===== src/rtl/vga_board_pkg.sv =====
// vga_board_pkg: raster timing, board geometry, colours, tile palette and fetch FSM states
package vga_board_pkg;
  localparam logic [9:0] HBP = 10'd144;
  localparam logic [9:0] HFP = 10'd784;
  localparam logic [9:0] HPIXELS = 10'd800;
  localparam logic [9:0] VBP = 10'd31;
  localparam logic [9:0] VFP = 10'd511;
  localparam logic [9:0] BOARD_X0 = 10'd120;
  localparam logic [9:0] BOARD_Y0 = 10'd40;
  localparam logic [9:0] BOARD_SPAN = 10'd400;
  localparam logic [6:0] TILE_LAST = 7'd99;
  localparam logic [6:0] GAP = 7'd4;
  localparam logic [9:0] BX0 = HBP + BOARD_X0;
  localparam logic [9:0] BX1 = BX0 + BOARD_SPAN;
  localparam logic [9:0] BY0 = VBP + BOARD_Y0;
  localparam logic [9:0] BY1 = BY0 + BOARD_SPAN;
  localparam logic [11:0] BG = 12'h222;
  localparam logic [11:0] BORDER = 12'h445;
  localparam logic [11:0] WIN = 12'h071;
  typedef enum logic [1:0] {IDLE, REQ, NEXT} state_t;
  function automatic logic [11:0] palette(input logic [3:0] e);
    case (e)
      4'd0: return 12'hCBA;
      4'd1: return 12'hEED;
      4'd2: return 12'hEEC;
      4'd3: return 12'hFB7;
      4'd4: return 12'hF96;
      4'd5: return 12'hF75;
      4'd6: return 12'hF53;
      4'd7: return 12'hEC7;
      4'd8: return 12'hEC6;
      4'd9: return 12'hEC5;
      4'd10: return 12'hEC3;
      4'd11: return 12'hEC2;
      default: return 12'h333;
    endcase
  endfunction
endpackage


===== src/rtl/vga_board_fetch_ctrl_tile_locator.sv =====
// vga_tile_locator: incremental tile column/row tracking from the raw hc/vc counters
module vga_tile_locator
  import vga_board_pkg::*;
(
  input  logic       dclk,
  input  logic       clr,
  input  logic [9:0] hc,
  input  logic [9:0] vc,
  output logic       on_board,
  output logic       in_gap,
  output logic [1:0] col,
  output logic [1:0] row,
  output logic       next_row_valid,
  output logic [1:0] next_row
);
  logic [6:0] px, ln;
  logic [9:0] vn;
  assign vn = vc + 10'd1;
  // pixel-in-tile and tile column, restarted just before the board left edge
  always_ff @(posedge dclk or posedge clr)
    if (clr) begin
      px <= '0;
      col <= '0;
    end else if (hc == BX0 - 10'd1) begin
      px <= '0;
      col <= '0;
    end else if (px == TILE_LAST) begin
      px <= '0;
      col <= col + 2'd1;
    end else px <= px + 7'd1;
  // line-in-tile and tile row, stepped at end of line, restarted entering the board top
  always_ff @(posedge dclk or posedge clr)
    if (clr) begin
      ln <= '0;
      row <= '0;
    end else if (hc == HPIXELS - 10'd1) begin
      if (vn == BY0) begin
        ln <= '0;
        row <= '0;
      end else if (ln == TILE_LAST) begin
        ln <= '0;
        row <= row + 2'd1;
      end else ln <= ln + 7'd1;
    end
  assign on_board = hc >= BX0 && hc < BX1 && vc >= BY0 && vc < BY1;
  assign in_gap = px < GAP || ln < GAP;
  assign next_row_valid = vn >= BY0 && vn < BY1;
  assign next_row = (vc == BY0 - 10'd1) ? 2'd0 : (ln == TILE_LAST) ? row + 2'd1 : row;
endmodule


===== src/rtl/vga_board_fetch_ctrl.sv =====
// vga_board_fetch_ctrl: per-line board row fetch and pixel colouring; VGA_WIN_OVERLAY_EN adds the win overlay
module vga_board_fetch_ctrl
  import vga_board_pkg::*;
(
  input  logic       dclk,
  input  logic       clr,
  input  logic [9:0] hc,
  input  logic [9:0] vc,
  output logic       rd_req,
  output logic [3:0] rd_addr,
  input  logic       rd_ack,
  input  logic [3:0] rd_data,
  output logic       fetch_err,
  output logic [3:0] red,
  output logic [3:0] green,
  output logic [3:0] blue
`ifdef VGA_WIN_OVERLAY_EN
  ,
  input  logic       win
`endif
);
  state_t st;
  logic [1:0] r, c, tcol, trow, nrow;
  logic on_board, in_gap, nrow_ok, active;
  logic [3:0][3:0] lbuf;
  logic [11:0] bg, pix;
  vga_tile_locator u_loc (
    .dclk(dclk), .clr(clr), .hc(hc), .vc(vc),
    .on_board(on_board), .in_gap(in_gap), .col(tcol), .row(trow),
    .next_row_valid(nrow_ok), .next_row(nrow)
  );
`ifdef VGA_WIN_OVERLAY_EN
  assign bg = win ? WIN : BG;
`else
  assign bg = BG;
`endif
  assign active = hc >= HBP && hc < HFP && vc >= VBP && vc < VFP;
  // colour of the pixel currently addressed by hc/vc
  always_comb pix = !active ? 12'h000 : !on_board ? bg : in_gap ? BORDER : palette(lbuf[tcol]);
  // fetch FSM: four reads per line in blanking, aborted at the next line's active start
  always_ff @(posedge dclk or posedge clr)
    if (clr) begin
      st <= IDLE;
      r <= '0;
      c <= '0;
      rd_req <= 1'b0;
      rd_addr <= '0;
      fetch_err <= 1'b0;
      lbuf <= '0;
    end else if (st != IDLE && hc == HBP) begin
      fetch_err <= 1'b1;
      rd_req <= 1'b0;
      st <= IDLE;
      for (int i = 0; i < 4; i++)
        if (2'(i) > c || (2'(i) == c && st == REQ)) lbuf[i] <= '0;
    end else if (st == IDLE) begin
      if (hc == HFP && nrow_ok) begin
        st <= REQ;
        r <= nrow;
        c <= '0;
        rd_req <= 1'b1;
        rd_addr <= {nrow, 2'b00};
      end
    end else if (st == REQ) begin
      if (rd_ack) begin
        lbuf[c] <= rd_data;
        rd_req <= 1'b0;
        st <= NEXT;
      end
    end else if (c == 2'd3) st <= IDLE;
    else begin
      c <= c + 2'd1;
      rd_addr <= {r, c + 2'd1};
      rd_req <= 1'b1;
      st <= REQ;
    end
  // registered pixel output, one cycle behind hc
  always_ff @(posedge dclk or posedge clr)
    if (clr) {red, green, blue} <= '0;
    else {red, green, blue} <= pix;
endmodule


===== config.mk =====
export PLATFORM = sky130hd
export DESIGN_NAME = vga_board_fetch_ctrl
export DESIGN_NICKNAME = d
export VERILOG_FILES = /design/src/rtl/vga_board_pkg.sv /design/src/rtl/vga_board_fetch_ctrl_tile_locator.sv /design/src/rtl/vga_board_fetch_ctrl.sv
export SDC_FILE = /design/constraint.sdc
export NUM_CORES = 1
export LEC_CHECK = 0
export ABC_AREA = 0
export ABC_CLOCK_PERIOD_IN_PS = 2300
export CAP_MARGIN = 20
export CORE_UTILIZATION = 49
export CTS_CLUSTER_DIAMETER = 40
export DETAILED_ROUTE_END_ITERATION = 12
export PLACE_DENSITY = 0.87
export SLEW_MARGIN = 20
export SYNTH_ARGS = -nofsm -noshare
export SYNTH_HDL_FRONTEND = slang
export SYNTH_SLANG_ARGS = --single-unit
export TNS_END_PERCENT = 10

===== constraint.sdc =====
create_clock -name dclk -period 2.3 [get_ports dclk]
set_clock_uncertainty 0.1 [all_clocks]
set_input_delay 0.23 -clock dclk [delete_from_list [all_inputs] [get_ports dclk]]
set_output_delay 0.23 -clock dclk [all_outputs]
set_load 0.005 [all_outputs]

==> results of run 1 <==
[metal layers]
layer	vias to the layer above	routed length, um	share of wire (%)	GRT usage, %
met3	8	212	3.0	3.63
li1	1347	-	-	-
met4	0	77	1.1	6.03
met5	-	0	0	0
met1	1318	3150	45	28.2
met2	50	3550	51	37.2
[flip-flops by register name, summed over array words and instances, names as in the netlist, 2 cells and up]
name and flops:
r 2, u_loc.row 2, u_loc.col 2, u_loc.px 7, rd_addr 4, blue 4
u_loc.ln 7, st 2, red 4, green 4, lbuf 16
[per-stage QoR]
| step | total power [mW] | hold slack, ns | cell area (um^2) | std cells |
|---|---|---|---|---|
| detailed placement | 2.24 | 0.360 | 3890 | 470 |
| CTS | 2.76 | 0.124 | 3970 | 477 |
| global placement | 2.20 | 0.337 | 3890 | 470 |
| finish | 2.75 | 0.107 | 3970 | 477 |
| floorplan | 1.92 | 0.230 | 3200 | 332 |
| global route | 2.92 | 0.139 | 3970 | 477 |
[how the worst max path moves through the flow]
stage	end	slack, ns	start	depth (start not counted)
2_1_floorplan	blue[1]$_DFF_PP0_	0.01	u_loc.col[0]$_DFFE_PP0P_	8
3_3_place_gp	red[3]$_DFF_PP0_	-0.04	vc[6]	6
3_5_place_dp	red[0]$_DFF_PP0_	-0.06	vc[6]	6
4_1_cts	blue[1]$_DFF_PP0_	0.02	u_loc.col[0]$_DFFE_PP0P_	7
5_1_grt	blue[1]$_DFF_PP0_	0.03	u_loc.col[0]$_DFFE_PP0P_	7
6_report	blue[1]$_DFF_PP0_	0.12	u_loc.col[0]$_DFFE_PP0P_	7
[synthesized netlist by cell type, types with 3 or more instances]
master     n
o21ai_0   25
inv_1     10
xnor2_1    8
dfrtp_1   56
nor3_1    12
buf_2      5
and3_1    11
mux2_2    14
nor2_1    24
a21oi_1   13
nand3b_1  10
nand2_1   32
nand4_1    4
or3_1      3
nor4_1     5
nand2b_1   3
xor2_1     3
nand3_1   28
clkbuf_1   4
o31ai_1    5
a31oi_1    3
mux2i_1    6
ha_1      11
[worst max-delay path, cell delays in order, from the launching register on]
cell and delay (ns):
dfrtp_2 0.42, mux4_2 0.55, inv_2 0.08, ha_1 0.24, mux2_2 0.28, a211oi_2 0.18, o21ai_1 0.08, a21oi_1 0.18
[final cells by class]
cell class | count | area share (%)
clock buffers | 6 | 1.83
clock inverters | 1 | 0.126
inverters | 10 | 0.945
multi-input cells | 255 | 42.6
flip-flops and latches | 56 | 35.3
well taps | 77 | 2.43
repair buffers | 72 | 16.7
[what timing repair did]
| action | 4_1_cts | 5_1_grt |
|---|---|---|
| setup endpoints to repair | 1 | 1 |
| gates resized for setup | 2 | 3 |
| endpoints found under the hold margin | 0 | 0 |
| hold buffers | 0 | 0 |
| pin swaps | 1 | 3 |
[kinds of logic after synthesis]
group / count (synthesis) / share of synthesized area (%)
buffers and inverters: 21 / 3.29
and+or+nand+nor: 151 / 25.5
DFF: 56 / 43.9
AOI/OAI and AO/OA: 59 / 10.9
muxes: 23 / 9.05
xor gates and xnor gates: 11 / 3.02
adders and majority gates: 11 / 4.31
[where the power goes]
part	internal (mW)	switching, mW
Clock	0.208	0.302
Combinational	0.490	0.441
Sequential	1.15	0.153
==> impl_results.md, run 1 <==
* Internal reg-to-reg setup slack at 0.12 ns
* Fill count at ~530
* DRC Markers at 0
* Outcome: finished, final reports clean
* Worst Max-Slew Pin Slew at 0.768 ns
* Vias per cell at 5.71
* Final Max Tran Viols at 0
* H-tree levels at 2
* CP Class: register to register
* Top FF cell, synth: dfrtp_1
* P per Cell Area at 692 nW/um^2
* Synth unique cells at 51
* Final Hold Fails at 0
* Chip width at ~83 um
* Synthesized area per cell at 9.62 um^2
* Post-CTS setup buffers at 0
* Reg clk slew, reported paths at 0.09 ns
* Crit path DAT at roughly 2.3 ns
* Max-slew headroom at 48.2%
* Worst-Skew Late Latency at 0.31 ns
* Antenna Violating Nets Remaining at 0
* Syn Inst Count at 332
* Leakage power at 1.83 nW
* DRT Pass-1 Iters at 4
* Ant diodes at 0
* Fin util at between 60% and 70%
* Most frequent cells in the layout: dfrtp_1, clkdlybuf4s50_1, nand2_1, nand3_1, buf_4
* Crit Reg-Reg Endpoint: blue[1]$_DFF_PP0_
* Initial antenna violation count at 0
* Peak Freq at 0.458 GHz
* CP Max Fanout at 3
* Dpl ws at -0.0594 ns
* Synth warn at 0
* Number of placed I/O pins at 45
* CTS sink count at 56
* Worst hold path class: primary input to async pin
* Final period util at 95.0%
* Multi-input logic area at 1690 um^2
* Final HPWL DP at roughly 5300 um
* Fraction of layout cells with a size suffix above 1 at 16.8%
* Largest net degree at the start of global routing at 45
* Peak supply drop at 0.000517 V
* RSZ-0062 raised after global routing: no
* Core area at ~6300 um^2
* Clock Tree Root: clkbuf_8
* Register area at approximately 1400 um^2
* # rows at 29
* Vias in the first global route at roughly 2500
* Final min period at about 2.2 ns
* Worst EP required at 2.43 ns
* Share of the synthesized area in the top cell type at 43.9%
* First-pass GRT wire length at 11400 um
* Ranking of synthesized cells by area: dfrtp_1, mux2_2, nand3_1
* Number of enable flip-flop cells after synthesis at 0
* Most common library cell in the layout ignoring fill and taps: dfrtp_1
* CTS tree: yes
* Sequential-to-total area share from yosys stat at between 40% and 50%
* Setup TNS Final at 0 ns
* Routed wire length at 6990 um
* #FFs+latches synth at 56
* Initial Util at around half
* Starting DRT DRC Count at 113
* CTS buffer count at 5
* P&R area growth vs syn at 24.3%
* Routed len/inst at 14.7 um
* Register-to-Register Path Depth at 7
* Worst Setup End Kind: register
* Overall Global Routing Usage at 21.7%
* Post-synth ARST share at 100%
* Chip height at roughly 83 um
* Setup violations, final at 0
* DIE AREA at 6850 um^2
* Startpoint types: register
* CTS max path bufs at 2
* Input/output buffers at 44
* Final Wtd Congestion at 0.827
* Post-synth net total at 370
* Cell Area, Synth at 3190 um^2
* Final worst slack at 0.116 ns
* Vias after detailed routing at 2723
* Grt ovf at 0
* Max cap viols at 0
* Worst flop-to-flop path startpoint: u_loc.col[0]$_DFFE_PP0P_
* Yosys top cell by area: dfrtp_1
* Final #Nets at 438
No activity file was read; power rests on OpenSTA's default activity.
==> run 2, diff against run 1 <==
- CAP_MARGIN: 20 -> 5
==> results of run 2 <==
The final DEF is identical to that of run 1; final timing and power are the same.
